## config.mk

```make
export PLATFORM = sky130hd
export DESIGN_NAME = mux_rr_reg_flat
export DESIGN_NICKNAME = d
export VERILOG_FILES = /design/src/rtl/mux_rr_if.sv /design/src/rtl/mux_rr_reg.sv /design/src/flat_wrapper.sv
export SDC_FILE = /design/constraint.sdc
export NUM_CORES = 1
export LEC_CHECK = 0
export CORE_MARGIN = 1.5
export CORE_UTILIZATION = 28
export CTS_CLUSTER_DIAMETER = 150
export DETAILED_ROUTE_END_ITERATION = 7
export GPL_TIMING_DRIVEN = 1
export HOLD_SLACK_MARGIN = 0.02
export PLACE_DENSITY = 0.62
export SYNTH_ARGS = -nofsm -noshare
export SYNTH_HDL_FRONTEND = slang
export SYNTH_SLANG_ARGS = --single-unit
```

## constraint.sdc

```tcl
create_clock -name clk -period 6.2 [get_ports clk]
set_clock_uncertainty 0.15 [all_clocks]
set_input_delay 1.55 -clock clk [delete_from_list [all_inputs] [get_ports clk]]
set_output_delay 1.55 -clock clk [all_outputs]
set_load 0.05 [all_outputs]
```

## src/rtl/mux_rr_if.sv

```systemverilog
// Channel-side and output-side signals of the registered arbitrating mux.
// The arbiter block uses the slave modport; whoever drives the requests
// and consumes y uses the master modport.
interface mux_rr_if #(
  parameter int W = 8,
  parameter int N = 4
);
  localparam int SW = (N > 1) ? $clog2(N) : 1;

  logic [N*W-1:0] x;
  logic [N-1:0]   x_valid;
  logic [N-1:0]   x_ready;
  logic [W-1:0]   y;
  logic           y_valid;
  logic           y_ready;
  logic [SW-1:0]  s;

  modport master (
    output x, x_valid, y_ready,
    input  x_ready, y, y_valid, s
  );

  modport slave (
    input  x, x_valid, y_ready,
    output x_ready, y, y_valid, s
  );
endinterface

```

## src/rtl/mux_rr_reg.sv

```systemverilog
// N-channel arbitrating multiplexer with a single registered output word.
// MODE 0 arbitrates round-robin from a rotating pointer, MODE 1 gives fixed
// priority to the lowest index. One word per cycle sustained throughput.
module mux_rr_reg #(
  parameter int W    = 8,
  parameter int N    = 4,
  parameter int MODE = 0
) (
  input  logic      clk,
  input  logic      rst_n,
  mux_rr_if.slave   bus
);
  localparam int              SW   = (N > 1) ? $clog2(N) : 1;
  localparam logic [SW-1:0]   LAST = SW'(N - 1);

  logic [SW-1:0] p;
  logic [SW-1:0] p_nxt;
  logic [SW-1:0] sel;
  logic [SW-1:0] hi_idx;
  logic [SW-1:0] lo_idx;
  logic          hi_any;
  logic          any_vld;
  logic          load_en;
  logic          take;
  logic [W-1:0]  x_sel;

  logic [W-1:0]  y_p1;
  logic [SW-1:0] s_p1;
  logic          vld_p1;

  // Stage 0: arbitration. The upward scan from p with wrap is split into
  // "lowest valid at or above p" and "lowest valid overall"; the first wins
  // when present. With p held at 0 this reduces to fixed priority.
  always_comb begin
    hi_any  = 1'b0;
    any_vld = 1'b0;
    hi_idx  = '0;
    lo_idx  = '0;
    for (int k = N - 1; k >= 0; k--) begin
      if (bus.x_valid[k]) begin
        any_vld = 1'b1;
        lo_idx  = SW'(k);
        if ((MODE == 0) && (SW'(k) >= p)) begin
          hi_any = 1'b1;
          hi_idx = SW'(k);
        end
      end
    end
    sel = hi_any ? hi_idx : lo_idx;
  end

  // Select the granted channel's data word
  always_comb begin
    x_sel = '0;
    for (int k = 0; k < N; k++) begin
      if (SW'(k) == sel) x_sel = bus.x[k*W +: W];
    end
  end

  // Grant control: the register may load when empty or draining this cycle;
  // reset blocks grants so no transfer-in is signalled while held in reset
  always_comb begin
    load_en = !vld_p1 || bus.y_ready;
    take    = rst_n && load_en && any_vld;
    if (MODE != 0)       p_nxt = '0;
    else if (sel == LAST) p_nxt = '0;
    else                 p_nxt = sel + 1'b1;
  end

  assign bus.x_ready = take ? (N'(1) << sel) : '0;

  // Stage 1: output register and pointer; load on grant, clear on drain
  // without refill, hold everything under back-pressure
  always_ff @(posedge clk or negedge rst_n) begin
    if (!rst_n) begin
      vld_p1 <= 1'b0;
      y_p1   <= '0;
      s_p1   <= '0;
      p      <= '0;
    end else if (take) begin
      vld_p1 <= 1'b1;
      y_p1   <= x_sel;
      s_p1   <= sel;
      p      <= p_nxt;
    end else if (bus.y_ready) begin
      vld_p1 <= 1'b0;
    end
  end

  assign bus.y       = y_p1;
  assign bus.s       = s_p1;
  assign bus.y_valid = vld_p1;

endmodule

```

## src/flat_wrapper.sv

```systemverilog
// flat-port wrapper written by rule: the top's interface ports become plain ports
module mux_rr_reg_flat 
#(
  parameter int W    = 8,
  parameter int N    = 4,
  parameter int MODE = 0
)
  (clk, rst_n, bus_x, bus_x_valid, bus_y_ready, bus_x_ready, bus_y, bus_y_valid, bus_s);
  mux_rr_if #(.W(W), .N(N)) bus_i ();
  input  logic clk;
  input  logic rst_n;
  input wire logic [$bits(bus_i.x)-1:0] bus_x;
  input wire logic [$bits(bus_i.x_valid)-1:0] bus_x_valid;
  input wire logic [$bits(bus_i.y_ready)-1:0] bus_y_ready;
  output wire logic [$bits(bus_i.x_ready)-1:0] bus_x_ready;
  output wire logic [$bits(bus_i.y)-1:0] bus_y;
  output wire logic [$bits(bus_i.y_valid)-1:0] bus_y_valid;
  output wire logic [$bits(bus_i.s)-1:0] bus_s;
  assign bus_i.x = bus_x;
  assign bus_i.x_valid = bus_x_valid;
  assign bus_i.y_ready = bus_y_ready;
  assign bus_x_ready = bus_i.x_ready;
  assign bus_y = bus_i.y;
  assign bus_y_valid = bus_i.y_valid;
  assign bus_s = bus_i.s;
  mux_rr_reg #(.W(W), .N(N), .MODE(MODE)) u_core (.clk(clk), .rst_n(rst_n), .bus(bus_i));
endmodule
```

==> reports/results.txt, run 1 <==
DP Wirelength -> 2100 um
R2R setup slack -> 3.49 ns
HP Class -> flip-flop to flip-flop
worst-path maximum fanout -> 9
largest net degree at the start of global routing -> 15
max-cap viol count -> 0
R2R cell count -> 7
Iter 0 DRT Violations -> 19
hold worst-path end -> u_core.bus.s[0]$_DFFE_PN0P_
die area -> 0.00347 mm2
Hold Path Stages -> 1
nets -> 185
CTS resizes -> 0
Hold Crit Start -> u_core.bus.s[0]$_DFFE_PN0P_
initial antenna violation count -> 0
Syn Area/Cell -> 9.84 um2
Syn Inst Count -> 89
clk buf depth -> 2
Final Cycle Share -> 0.857
H-tree depth -> 1
Worst-Margin Slew -> 0.637 ns
Hold WS -> 0.347 ns
leakage power -> 0.582 nW
CP Capture Type -> output port
share of layout cells above drive strength 1 -> 0.121
post-CTS setup buffer count -> 0
reg-to-reg startpoint -> u_core.p[1]$_DFFE_PN0P_
final hold vios -> 0
CTS Buf Count -> 3
dpl cell area -> 0.00142 mm2
post-layout minimum cycle time -> 5.31 ns
Fmax achieved -> 188 MHz
classification of the worst setup path -> primary input to output port
PD cells -> 401 mW/mm2
post-synth net total -> 132
Setup violations, final -> 0
die span in y -> 58.9 um
gpl congestion -> 0.765
initial core utilization -> 0.292
# IOs -> 54
status -> finished clean
final wirelength -> 2740 um
Arr. time, crit path -> 3.61 ns
cell row count -> 20
vias in the first global route -> 966
Routed WL per cell -> 15.8 um
CTS tree -> done
first-pass GRT wire length -> 4410 um
unrepaired setup endpoints after global routing -> no
TNS Setup -> 0 ns
final instance area -> 0.00145 mm2
pins over their slew limit -> 0
Root Buffer Master -> clkbuf_4
Die Width -> 58.9 um
input/output buffers -> 53
drc violations -> 0
peak supply drop -> 0.000174 V
number of routed nets with antenna violations -> 0
Seq cells post-synth -> 13
Util after Layout -> 0.481
synthesized area -> 876 um2
diode count -> 0
FILL cells -> 298
Seq/Total Area, Yosys -> 0.371
CTS Sinks -> 13
layout overhead on the synthesized area -> 65.0%
Placeable Area -> 0.00300 mm2
Slew headroom -> 0.575
vias per cell -> 5.42
YS warnings -> 0
CTS clk-pin slew, worst paths -> 0.09 ns
Synth cell types -> 28
DRT Pass-1 Iters -> 4
GR Util All Layers -> 0.168
RR Endpoint -> u_core.bus.y[2]$_DFFE_PN0P_
CP Launch Type -> primary input
number of hold buffers added after CTS -> 0
CP Data Required Time -> 4.50 ns
via count -> 943
total congestion overflow -> 0
clock latency on the worst-skew pair -> 0.28 ns
-- sequential cells by signal, indices dropped and copies added, names as in the netlist --
name	cells
u_core.bus.y_valid	1
u_core.bus.s	2
u_core.bus.y	8
u_core.p	2
-- synth_stat cells, drive strengths merged --
cell	count	area (um2)
mux2	2	22.5
o21ai	9	45.0
o31ai	8	60.1
and2	3	22.5
or2	2	12.5
clkbuf	3	11.3
nand2b	2	12.5
o41ai	3	41.3
dfrtp	13	325
a221oi	9	85.1
nor2	4	15.0
buf	5	30.0
inv	3	11.3
o22ai	8	50.1
clkinv	1	3.75
nor3	1	5.00
nor3b	2	15.0
nor2b	2	12.5
or3	1	6.26
ha	4	50.1
nand4b	1	8.76
mux2i	3	30.0
-- where the power goes --
group / total, mW / switching [mW] / internal [mW]
Sequential: 0.145 / 0.0247 / 0.120
Clock: 0.0550 / 0.0301 / 0.0249
Combinational: 0.380 / 0.233 / 0.147
Total: 0.580 / 0.288 / 0.292
-- per-stage QoR --
stage / setup slack [ns] / power [mW] / cells
floorplan: 1.38 / 0.404 / 89
global placement: 0.930 / 0.522 / 170
detailed placement: 0.889 / 0.527 / 170
CTS: 0.880 / 0.584 / 174
global route: 0.710 / 0.620 / 174
finish: 0.889 / 0.580 / 174
-- worst max-delay path, stage by stage --
cell,delay (ns)
clkdlybuf4s50_1,0.58
mux2i_1,0.13
a221oi_2,0.44
ha_1,0.28
clkinv_1,0.25
nor2_1,0.17
buf_4,0.21
-- per-layer routing --
layer	up-vias	share of wire	wire length, um	GRT usage
li1	448	-	-	-
met1	469	0.43	1190	0.204
met2	24	0.51	1400	0.287
met3	2	0.046	125	0.0330
met4	0	0.0098	27	0.0682
met5	-	0	0	0
-- cells by family after synthesis --
| group | count (synthesis) | share of synthesized area |
|---|---|---|
| muxes | 5 | 0.0600 |
| and+or+nand+nor | 18 | 0.126 |
| AOI/OAI and AO/OA | 37 | 0.321 |
| buffers and inverters | 12 | 0.0643 |
| adders and majority gates | 4 | 0.0571 |
| DFF | 13 | 0.371 |
-- worst max path at each step --
stage	slack [ns]	to	cells past startpoint	start
after global placement	0.93	bus_x_ready[3]	7	bus_x_valid[3]
final	0.89	bus_x_ready[3]	7	bus_x_valid[3]
after global routing	0.71	bus_x_ready[3]	7	bus_x_valid[3]
after floorplan	1.38	bus_x_ready[3]	5	bus_x_valid[3]
after detailed placement	0.89	bus_x_ready[3]	7	bus_x_valid[3]
after CTS	0.88	bus_x_ready[3]	7	bus_x_valid[3]
-- area by class of cell --
class                      instances  area, um2  area share
timing repair buffer              56        543       0.376
multi-input combinational         64        494       0.342
sequential                        13        325       0.225
tap                               33       41.3      0.0286
clock buffer                       4       26.3      0.0182
inverter                           4       15.0      0.0104
-- placed cells by master, fill, tap and decap left out, types with 3 or more instances in the layout --
cell type / instances
a221oi_1: 8
and2_2: 3
buf_4: 7
clkbuf_4: 3
clkdlybuf4s50_1: 49
dfrtp_1: 13
ha_1: 4
inv_1: 3
mux2i_1: 3
nor2_1: 4
o21ai_0: 7
o22ai_1: 8
o31ai_1: 8
Power figures use the tool's default switching activity.
==> run 2: changes to the inputs <==
--- a/config.mk
+++ b/config.mk
@@ -12,6 +12,7 @@
 export GPL_TIMING_DRIVEN = 1
 export HOLD_SLACK_MARGIN = 0.02
 export PLACE_DENSITY = 0.62
+export REMOVE_ABC_BUFFERS = 1
 export SYNTH_ARGS = -nofsm -noshare
 export SYNTH_HDL_FRONTEND = slang
 export SYNTH_SLANG_ARGS = --single-unit
==> run 2 against run 1 <==
Sequential power about the same. Final area down 0.52%. Sequential share of layout area up 0.12 points. Global-route usage up 0.14 points. Critical path depth unchanged. Cell count down 0.57%. Register-to-register slack better by 0.03 ns. Routed wire length up 1.5%. Worst hold slack about the same. Combinational power about the same. Critical path type unchanged. Critical endpoint unchanged.
==> reports/results.txt, run 2 (synthesized netlist as in run 1, its figures left out) <==
unrepaired setup endpoints after global routing -> no
Routed WL per cell -> 16.1 um (+2.1%)
vias in the first global route -> 980 (+1.4%)
initial antenna violation count -> 0 (unchanged)
Comb power frac -> 0.655 (about the same)
hold worst-path end -> u_core.bus.s[0]$_DFFE_PN0P_
CTS tree -> done
FILL cells -> 291 (-2.3%)
H-tree depth -> 1 (unchanged)
TNS Setup -> 0 ns (unchanged)
peak supply drop -> 0.000198 V (+14%)
Slew headroom -> 0.461 (-0.114)
clock network fraction of total power -> 0.092 (-0.003)
most common cell after layout, fill and taps aside -> clkdlybuf4s50_1
largest net degree at the start of global routing -> 15 (unchanged)
cell row count -> 20 (unchanged)
most frequent cells in the layout -> 49 x clkdlybuf4s50_1, 13 x dfrtp_1, 8 x o31ai_1, 8 x o22ai_1, 8 x a221oi_1
layout overhead on the synthesized area -> 64.1%
post-layout minimum cycle time -> 5.34 ns (+0.0250 ns)
diode count -> 0 (unchanged)
die area -> 0.00347 mm2 (unchanged)
input/output buffers -> 53 (unchanged)
gpl congestion -> 0.791 (+3.4%)
CP Launch Type -> primary input
leakage power -> 0.576 nW (-0.87%)
max-cap viol count -> 0 (unchanged)
clock latency on the worst-skew pair -> 0.27 ns (about the same)
non-filler instance count after layout -> 173 (-0.57%)
Arr. time, crit path -> 3.64 ns (+0.03 ns)
Placed Instances -> 169 (-0.59%)
die span in y -> 58.9 um (unchanged)
Hold Path Stages -> 1 (unchanged)
Die Width -> 58.9 um (unchanged)
nets -> 184 (-0.54%)
switching pwr -> 0.285 mW (-0.93%)
PD cells -> 401 mW/mm2 (about the same)
CTS clk-pin slew, worst paths -> 0.08 ns (about the same)
Setup violations, final -> 0 (unchanged)
post-CTS setup buffer count -> 0 (unchanged)
final hold vios -> 0 (unchanged)
final wirelength -> 2780 um (+1.5%)
number of hold buffers added after CTS -> 0 (unchanged)
GR Util All Layers -> 0.169 (+0.00145)
initial core utilization -> 0.292 (unchanged)
CP Data Required Time -> 4.50 ns (about the same)
via count -> 933 (-1.1%)
Final Cycle Share -> 0.861 (+0.00404)
power share of the sequential group -> 0.253 (+0.003)
number of routed nets with antenna violations -> 0 (unchanged)
DP Wirelength -> 2160 um (+2.5%)
Root Buffer Master -> clkbuf_4
Sw Ratio -> 0.495 (-0.00153)
CTS Sinks -> 13 (unchanged)
first-pass GRT wire length -> 4400 um (-0.16%)
# IOs -> 54 (unchanged)
vias per cell -> 5.39 (-0.49%)
DRT Pass-1 Iters -> 4 (unchanged)
Hold Crit Start -> u_core.bus.s[0]$_DFFE_PN0P_
CP Capture Type -> output port
Worst-Margin Slew -> 0.807 ns (+0.170 ns)
Placeable Area -> 0.00300 mm2 (unchanged)
internal power -> 0.291 mW (-0.32%)
R2R setup slack -> 3.52 ns (+0.03 ns)
Fmax achieved -> 187 MHz (-0.47%)
RR Endpoint -> u_core.bus.y[4]$_DFFE_PN0P_
clk buf depth -> 2 (unchanged)
classification of the worst setup path -> primary input to output port
total congestion overflow -> 0 (unchanged)
R2R cell count -> 7 (unchanged)
drc violations -> 0 (unchanged)
CTS Buf Count -> 3 (unchanged)
HP Class -> flip-flop to flip-flop
CTS resizes -> 0 (unchanged)
Iter 0 DRT Violations -> 28 (+9)
status -> finished clean
reg-to-reg startpoint -> u_core.p[1]$_DFFE_PN0P_
share of layout cells above drive strength 1 -> 0.114 (-0.00628)
pins over their slew limit -> 0 (unchanged)
max reg flops -> 8 (unchanged)
worst-path maximum fanout -> 9 (unchanged)
==> run 2: changes by cell type in the layout (fill, tap and decap cells not counted) <==
cell   previous run  this run
buf_4             7         6
==> run 2: per-layer routing <==
layer  global-route usage  vias to the layer above  share of wire
li1                     -                      452              -
met1                0.208                      437           0.42
met2                0.284                       42           0.48
met3               0.0330                        2          0.083
met4               0.0747                        0         0.0097
met5                    0                        -              0
==> run 2: cell type report <==
type | instances | area [um2] | share of cell area
Sequential cell | 13 | 325 | 0.226
Timing Repair Buffer | 55 | 536 | 0.372
Tap cell | 33 | 41.3 | 0.0287
Inverter | 4 | 15.0 | 0.0104
Multi-Input combinational cell | 64 | 494 | 0.344
Clock buffer | 4 | 26.3 | 0.0183
==> run 2: worst max-delay path by stage <==
stage / start / end / slack [ns] / depth (start not counted)
after CTS: bus_x_valid[3] / bus_x_ready[3] / 0.84 / 7
after global placement: bus_x_valid[3] / bus_x_ready[3] / 0.96 / 7
final: bus_x_valid[3] / bus_x_ready[3] / 0.86 / 7
after detailed placement: bus_x_valid[3] / bus_x_ready[3] / 0.85 / 7
after global routing: bus_x_valid[3] / bus_x_ready[3] / 0.69 / 7
after floorplan: bus_x_valid[3] / bus_x_ready[3] / 1.38 / 5
==> run 2: power groups by stage <==
stage	Sequential (mW)	Clock (mW)	Combinational, mW
6_report	0.146	0.0531	0.378
3_3_place_gp	0.146	0	0.375
3_5_place_dp	0.147	0	0.378
4_1_cts	0.146	0.0553	0.380
5_1_grt	0.151	0.0595	0.405
2_1_floorplan	0.247	0	0.147
==> run 2: through the flow <==
step | util | setup WS, ns | hold slack [ns] | power (mW) | area (um2)
after floorplan | - | 1.38 | 0.410 | 0.394 | 835
after detailed placement | 0.470 | 0.851 | 0.332 | 0.525 | 1410
after global placement | 0.470 | 0.962 | 0.326 | 0.521 | 1410
final | 0.479 | 0.864 | 0.347 | 0.576 | 1440
after global routing | 0.479 | 0.685 | 0.384 | 0.615 | 1440
after CTS | 0.479 | 0.842 | 0.353 | 0.581 | 1440
==> run 2: critical path, cell delays in order <==
cell	delay, ns
clkdlybuf4s50_1	0.58
mux2i_1	0.13
a221oi_2	0.45
ha_1	0.27
clkinv_1	0.25
nor2_1	0.18
buf_4	0.21
